<file path="config.mk">
export PLATFORM = sky130hd
export DESIGN_NAME = codec_frame_scheduler
export DESIGN_NICKNAME = d
export VERILOG_FILES = /design/src/rtl/codec_pkg.sv /design/src/rtl/sat_add16.sv /design/src/rtl/codec_frame_scheduler.sv
export SDC_FILE = /design/constraint.sdc
export NUM_CORES = 1
export LEC_CHECK = 0
export CORE_MARGIN = 3
export CORE_UTILIZATION = 47
export CTS_CLUSTER_SIZE = 10
export DETAILED_ROUTE_END_ITERATION = 8
export GPL_ROUTABILITY_DRIVEN = 0
export PLACE_DENSITY = 0.71
export SLEW_MARGIN = 40
export SYNTH_ARGS = -nofsm -noshare
export SYNTH_HDL_FRONTEND = slang
export SYNTH_SLANG_ARGS = --single-unit
export TNS_END_PERCENT = 1
</file>
<file path="constraint.sdc">
create_clock -name clk -period 4.8 [get_ports clk]
set_input_delay 0.96 -clock clk [delete_from_list [all_inputs] [get_ports clk]]
set_output_delay 0.96 -clock clk [all_outputs]
set_load 0.005 [all_outputs]
</file>
<file path="src/rtl/codec_pkg.sv">
// Shared types and constants for the codec frame scheduler: sample width,
// saturation limits and the FILL/FULL state encoding.
package codec_pkg;

  localparam int SAMPLE_W = 16;
  localparam int NUM_SRC  = 2;
  localparam int NUM_CH   = 2;

  typedef logic signed [SAMPLE_W-1:0] sample_t;

  localparam sample_t SAT_MAX = 16'sh7FFF;
  localparam sample_t SAT_MIN = 16'sh8000;

  typedef enum logic {
    ST_FILL = 1'b0,
    ST_FULL = 1'b1
  } state_t;

endpackage

</file>
<file path="src/rtl/sat_add16.sv">
// Signed 16-bit adder that clamps to SAT_MAX / SAT_MIN instead of wrapping.
module sat_add16
  import codec_pkg::*;
(
  input  sample_t i_a,
  input  sample_t i_b,
  output sample_t o_sum
);

  logic [SAMPLE_W:0] w_wide;

  assign w_wide = {i_a[SAMPLE_W-1], i_a} + {i_b[SAMPLE_W-1], i_b};

  // Overflow shows up as the two top bits of the widened sum disagreeing.
  always_comb begin
    o_sum = w_wide[SAMPLE_W-1:0];
    if (w_wide[SAMPLE_W] != w_wide[SAMPLE_W-1]) begin
      o_sum = w_wide[SAMPLE_W] ? SAT_MIN : SAT_MAX;
    end
  end

endmodule

</file>
<file path="src/rtl/codec_frame_scheduler.sv">
// Collects one sample per enabled source each frame, mixes them with saturation
// and presents the result to the codec on each accept rising edge.
// Optional build macro UNDERRUN_CNT_EN enables the underrun frame counter.
module codec_frame_scheduler
  import codec_pkg::*;
(
  input  logic       clk,
  input  logic       reset,
  input  logic       pcm_accept,
  input  logic       src0_valid,
  input  logic       src1_valid,
  input  sample_t    src0_left,
  input  sample_t    src0_right,
  input  sample_t    src1_left,
  input  sample_t    src1_right,
  output logic       src0_ready,
  output logic       src1_ready,
  input  logic [1:0] mix_en,
  output sample_t    pcm_left,
  output sample_t    pcm_right,
  output logic       frame_pulse,
  output logic [7:0] underrun_cnt
);

  state_t          r_state;
  logic            r_accept_d;
  logic [1:0]      r_cap;
  sample_t         r_samp [NUM_CH][NUM_SRC];
  sample_t         r_staged [NUM_CH];
  sample_t         r_held [NUM_CH];

  sample_t         w_in [NUM_CH][NUM_SRC];
  sample_t         w_mix [NUM_CH][NUM_SRC];
  sample_t         w_sum [NUM_CH];
  logic [1:0]      w_valid;
  logic [1:0]      w_ready;
  logic [1:0]      w_take;
  logic [1:0]      w_cap_now;
  logic            w_all_cap;
  logic            w_frame_pulse;

  assign w_in[0][0] = src0_left;
  assign w_in[1][0] = src0_right;
  assign w_in[0][1] = src1_left;
  assign w_in[1][1] = src1_right;
  assign w_valid    = {src1_valid, src0_valid};

  assign w_frame_pulse = pcm_accept & ~r_accept_d & ~reset;

  genvar gi;
  generate
    for (gi = 0; gi < NUM_SRC; gi++) begin : g_src
      assign w_ready[gi]   = (r_state == ST_FILL) & mix_en[gi] & ~r_cap[gi] & ~reset;
      assign w_take[gi]    = w_valid[gi] & w_ready[gi];
      assign w_cap_now[gi] = r_cap[gi] | w_take[gi];
      // A source completing on this edge feeds the mixer straight from its inputs.
      assign w_mix[0][gi]  = !mix_en[gi] ? '0 : (r_cap[gi] ? r_samp[0][gi] : w_in[0][gi]);
      assign w_mix[1][gi]  = !mix_en[gi] ? '0 : (r_cap[gi] ? r_samp[1][gi] : w_in[1][gi]);
    end
    for (gi = 0; gi < NUM_CH; gi++) begin : g_chan
      sat_add16 u_sat (
        .i_a   (w_mix[gi][0]),
        .i_b   (w_mix[gi][1]),
        .o_sum (w_sum[gi])
      );
    end
  endgenerate

  assign w_all_cap  = &(w_cap_now | ~mix_en);
  assign src0_ready = w_ready[0];
  assign src1_ready = w_ready[1];
  assign frame_pulse = w_frame_pulse;

  always_comb begin
    pcm_left  = r_held[0];
    pcm_right = r_held[1];
    if (w_frame_pulse) begin
      pcm_left  = (r_state == ST_FULL) ? r_staged[0] : '0;
      pcm_right = (r_state == ST_FULL) ? r_staged[1] : '0;
    end
  end

  always_ff @(posedge clk) begin
    if (reset) begin
      r_state    <= ST_FILL;
      r_accept_d <= 1'b1;
      r_cap      <= '0;
      for (int c = 0; c < NUM_CH; c++) begin
        r_staged[c] <= '0;
        r_held[c]   <= '0;
        for (int s = 0; s < NUM_SRC; s++) r_samp[c][s] <= '0;
      end
    end else begin
      r_accept_d <= pcm_accept;
      for (int s = 0; s < NUM_SRC; s++) begin
        if (w_take[s]) begin
          r_cap[s]     <= 1'b1;
          r_samp[0][s] <= w_in[0][s];
          r_samp[1][s] <= w_in[1][s];
        end
      end
      case (r_state)
        ST_FILL: begin
          // Underrun: codec gets silence; partial captures survive into the next frame.
          if (w_frame_pulse) begin
            r_held[0] <= '0;
            r_held[1] <= '0;
          end else if (w_all_cap) begin
            r_staged[0] <= w_sum[0];
            r_staged[1] <= w_sum[1];
            r_state     <= ST_FULL;
          end
        end
        ST_FULL: begin
          if (w_frame_pulse) begin
            r_held[0] <= r_staged[0];
            r_held[1] <= r_staged[1];
            r_cap     <= '0;
            r_state   <= ST_FILL;
          end
        end
        default: r_state <= ST_FILL;
      endcase
    end
  end

`ifdef UNDERRUN_CNT_EN
  logic [7:0] r_underrun;

  always_ff @(posedge clk) begin
    if (reset) begin
      r_underrun <= '0;
    end else if (w_frame_pulse && (r_state == ST_FILL) && (r_underrun != 8'hFF)) begin
      r_underrun <= r_underrun + 8'd1;
    end
  end

  assign underrun_cnt = r_underrun;
`else
  assign underrun_cnt = '0;
`endif

endmodule

</file>
# == After elaboration in Yosys (flattened, before gate mapping) ==
# Memory sizes are Yosys's and may differ from the RTL's.
# Index checks and enable logic that the tools add are counted.
# op_classes
add_sub_neg,2
eq_ne,2
muxes,52
bitwise_logic,29
reduce_logical,1
# ops
operator,n
16-bit 2-to-1 mux,26
16-bit by 16-bit adder with 17-bit output,2
1-bit 2-to-1 mux,23
1-bit OR,12
1-bit bitwise AND,10
1-bit NOT,5
2-bit 2-to-1 mux,2
1-bit != test,2
2-bit NOT,1
2-bit OR,1
1-bit one-hot mux with 2 select lines,1
2-bit AND reduction,1
# totals
ff_bits,4
mem_bits_rw,128
inputBits,71
out_inout_bits,43
elab_cells,92
mem_count,3
# mem_list
memory,depth,width,read_ports,rd_ports_with_merged_regs,wr,line,text
r_samp,2,32,2,0,2,codec_frame_scheduler.sv:28,sample_t r_samp [NUM_CH][NUM_SRC];
r_held,2,16,2,0,2,codec_frame_scheduler.sv:30,sample_t r_held [NUM_CH];
r_staged,2,16,2,0,2,codec_frame_scheduler.sv:29,sample_t r_staged [NUM_CH];

# == Logic depth before layout (Yosys ltp) ==
# depth
word_depth,14
ltp_mapped,15
ltp_nobuf,12

# == Cells and area by module ==
# From an unflattened synthesis, not the netlist that was laid out.
# hier_totals
hier_cells,788
hier_area_um2,8733.4
# by_module_without_submodules
mod,n_inst,cells_per_inst,area_each_um2,seq_area_each_um2
codec_frame_scheduler,1,488,6453.7,3923.8
sat_add16,2,150,1139.8,0.0

# == Worst setup path before layout ==
# No wires, ideal clock.
# synth_path
path_type,input port to flip-flop
start,input mix_en[0]
end,memory r_staged[0][18] in the netlist's numbering (data pin)
setup_time_ns,0.188
arrival_ns,3.604
required_time_ns,4.612
slack_ns,1.008
stages,13
path_buffers,2
path_cell_list,clkbuf_1 > nor2b_1 > ha_1 > inv_1 > fa_1 > nor2b_1 > o31ai_1 > a32oi_2 > a31oi_1 > a222oi_1 > nand3_1 > buf_2 > o41ai_1
# synth_rtl
item,line,text
"start, declared",codec_frame_scheduler.sv:18,"input logic [1:0] mix_en,"
"end, declared",codec_frame_scheduler.sv:29,

==> run_results.csv <==
group,metric,value,unit
power,p_leak,4.06,nW
grt,grt_use_total,19.2,%
layout,diodes,0,
placed_design,dp_hpwl,12700,um
grt,grt-ovfl-total,0,
synthesis,synth_xor_area_share,2.77,%
clocking,clock_sinks,132,
sta,fmax,237,MHz
sta,fin_crit_sh,88.0,%
sta,worstMarginPinSlew,0.763,ns
worst_setup_path,cp_data_arrival_time,4.45,ns
worst_setup_path,start_kind,"input pin",
sta,slew_violations,0,
clocking,clk_latency,0.41,ns
placed_design,port_buffers,105,
synthesis,synth_seq_cells,132,
layout,drive_gt1_share,6.98,%
drt,ant_nets,0,
clocking,cts_max_level,4,
synthesis,muxShareOfSynthArea,8.16,%
drt,detail_route.first_pass.iterations,5,
synthesis,yosysSeqAreaShare,49.6,%
sta,setup_tns,0,ns
run_status,status,"completed",
floorplan,dieWidth,136,um
synthesis,ys_warn_count,0,
floorplan,die_h,136,um
synthesis,synth_cells,709,
synthesis,ys_types,56,
clocking,postCtsSetupBuffers,0,
synthesis,synth_compound_area_share,11.7,%
grt,grt_pass1_wl,27800,um
worst_setup_path,crit_type,"in -> reg",
floorplan,die_area,18400,um^2
drt,wl_per_cell,16.5,um
sta,clock_skew,0.00561,ns
synthesis,synth_top_family_by_area,"simple AND/OR/NAND/NOR gates",
synthesis,avgSynthCellArea,11.2,um^2
sta,hold_viol,0,
floorplan,fp.coreArea,16200,um^2
floorplan,rows,46,
floorplan,start_util,48.9,%
synthesis,synth-async-reset-ratio,0,%
sta,setup_viol,0,
power,finalPower,3.17,mW
layout,nNetsFinal,910,
layout,area_delta_synth_final,22.6,%
job,cap_violations,0,
clocking,cts_root_buf,"clkbuf_16",
worst_setup_path,critPathRequiredTime,5.03,ns
power,power.density,326,nW/um^2
synthesis,synth_adder_area_share,5.57,%
sta,fin_crit,4.23,ns
grt,grt_max_degree,40,
synthesis,ys.flop_type,"edfxtp_1",
grt,grt_pass1_vias,5518,
grt,antenna_found_initial,0,
sta,rsz0062_at_grt,"no",
layout,final_util,60.0,%
drt,wl,17000,um
clocking,clk_pin_slew_worst_paths,0.05,ns
worst_setup_path,path_max_fanout,14,
clocking,hold_buffers,0,
sta,max_slew_margin,49.2,%
worst_hold_path,hold_path.class,"reg -> reg",
drt,num_vias,5595,
synthesis,synth-edff-count,128,
synthesis,synth-simple-area-share,18.9,%
worst_setup_path,endpoint_kind,"register",
floorplan,ios,114,
synthesis,syn-cell-area,7910,um^2
drt,drt-initial-drc-count,274,
drt,drc_errors,0,
clocking,cts_max_path_buffers,2,
clocking,cts_tree,"done",
clocking,cts_buffers,17,
power,vdd_drop_max,0.253,mV
clocking,cts_resized,0,
drt,viasPerCell,5.42,
layout,nFillCells,1334,
## registers in the layout, summed over array words and instances, names as in the netlist
register,flops
r_accept_d,1
r_cap,2
r_held,32
r_samp,64
r_staged,32
r_state,1
## final timing paths
| check | startpoint | depth (start not counted) | slack (ns) | endpoint |
|---|---|---|---|---|
| worst min-delay path | r_staged[0][14] | 1 | 0.58 | r_held[0][14] |
| worst min register to register | r_staged[0][14] | 1 | 0.58 | r_held[0][14] |
| worst max-delay path | src0_right[0] | 14 | 0.57 | r_staged[0][21] |
| worst max register to register | r_cap[0] | 11 | 0.75 | r_staged[0][3] |
## where the power goes
| part | internal [mW] | switching (mW) | total (mW) | leakage, nW |
|---|---|---|---|---|
| Sequential | 1.37 | 0.0319 | 1.40 | 1.37 |
| Clock | 0.800 | 0.449 | 1.25 | 0.278 |
| Combinational | 0.239 | 0.274 | 0.514 | 2.40 |
| Total | 2.41 | 0.755 | 3.17 | 4.06 |
## cell usage in the layout (no fill, tap or decap), drive strengths merged, types with 8 or more instances in the layout
cell type / synthesis / routed
buf: 16 / 11
and3: 67 / 67
nor3: 12 / 12
o21ai: 26 / 26
nand2: 22 / 22
clkbuf: 30 / 26
xnor2: 9 / 9
mux2i: 60 / 60
ha: 32 / 32
conb: 1 / 8
xor2: 16 / 16
a21o: 40 / 40
inv: 13 / 13
nor2: 23 / 23
clkdlybuf4s50: 0 / 105
o31ai: 15 / 15
nor2b: 102 / 102
a21oi: 21 / 21
edfxtp: 128 / 128
## kinds of logic after synthesis
kind of cell | Yosys count
AO/OA/AOI/OAI | 136
XOR/XNOR | 25
adder cells (fa/ha/maj) | 34
buffers and inverters | 59
flip-flops | 132
multiplexers | 64
other | 1
AND/OR/NAND/NOR | 258
## metal layers
layer	vias to the layer above	GRT usage [%]	part of all wire, %
li1	2789	-	-
met3	24	3.53	5.1
met4	0	6.61	1.7
met2	177	28.7	43
met5	-	0	0
met1	2605	28.2	50
## final cells by class
type | count | area, um^2 | area share [%]
Clock inverter | 5 | 75.1 | 0.774
Tap cell | 216 | 270 | 2.78
Sequential cell | 132 | 3930 | 40.5
Multi-Input combinational cell | 525 | 3760 | 38.7
Timing Repair Buffer | 116 | 1130 | 11.7
Clock buffer | 26 | 489 | 5.04
Inverter | 13 | 48.8 | 0.503
## cells in the mapped netlist (8+ instances only)
| master | number | area, um^2 |
|---|---|---|
| nor2b_1 | 102 | 638 |
| clkbuf_1 | 30 | 113 |
| nor3_1 | 12 | 60.1 |
| xnor2_1 | 9 | 78.8 |
| nor2_1 | 22 | 82.6 |
| buf_4 | 8 | 60.1 |
| xor2_1 | 16 | 140 |
| nand2_1 | 22 | 82.6 |
| a21o_1 | 40 | 300 |
| and3_1 | 67 | 419 |
| ha_1 | 32 | 400 |
| o21ai_0 | 25 | 125 |
| a21oi_1 | 21 | 105 |
| inv_1 | 13 | 48.8 |
| o31ai_1 | 15 | 113 |
| edfxtp_1 | 128 | 3840 |
| mux2i_1 | 60 | 601 |
## through the flow
step / setup WS [ns] / area [um^2] / hold WS (ns) / instances
2_1_floorplan: 1.01 / 7940 / 0.556 / 716
3_3_place_gp: 0.390 / 9140 / 0.576 / 1002
3_5_place_dp: 0.254 / 9140 / 0.579 / 1002
4_1_cts: 0.582 / 9700 / 0.586 / 1033
5_1_grt: 0.379 / 9700 / 0.613 / 1033
6_report: 0.575 / 9700 / 0.584 / 1033
## critical path, stage by stage
cell and delay (ns):
clkdlybuf4s50_1 0.47, mux2i_1 0.07, nor2b_1 0.23, ha_1 0.21, inv_1 0.07, fa_1 0.45
nor2b_1 0.23, o31ai_1 0.14, a32oi_2 0.29, a31oi_1 0.20, a222oi_1 0.37, buf_4 0.21
nand3_1 0.35, o31ai_1 0.21
Note: power is estimated with default switching activity, not from simulation.
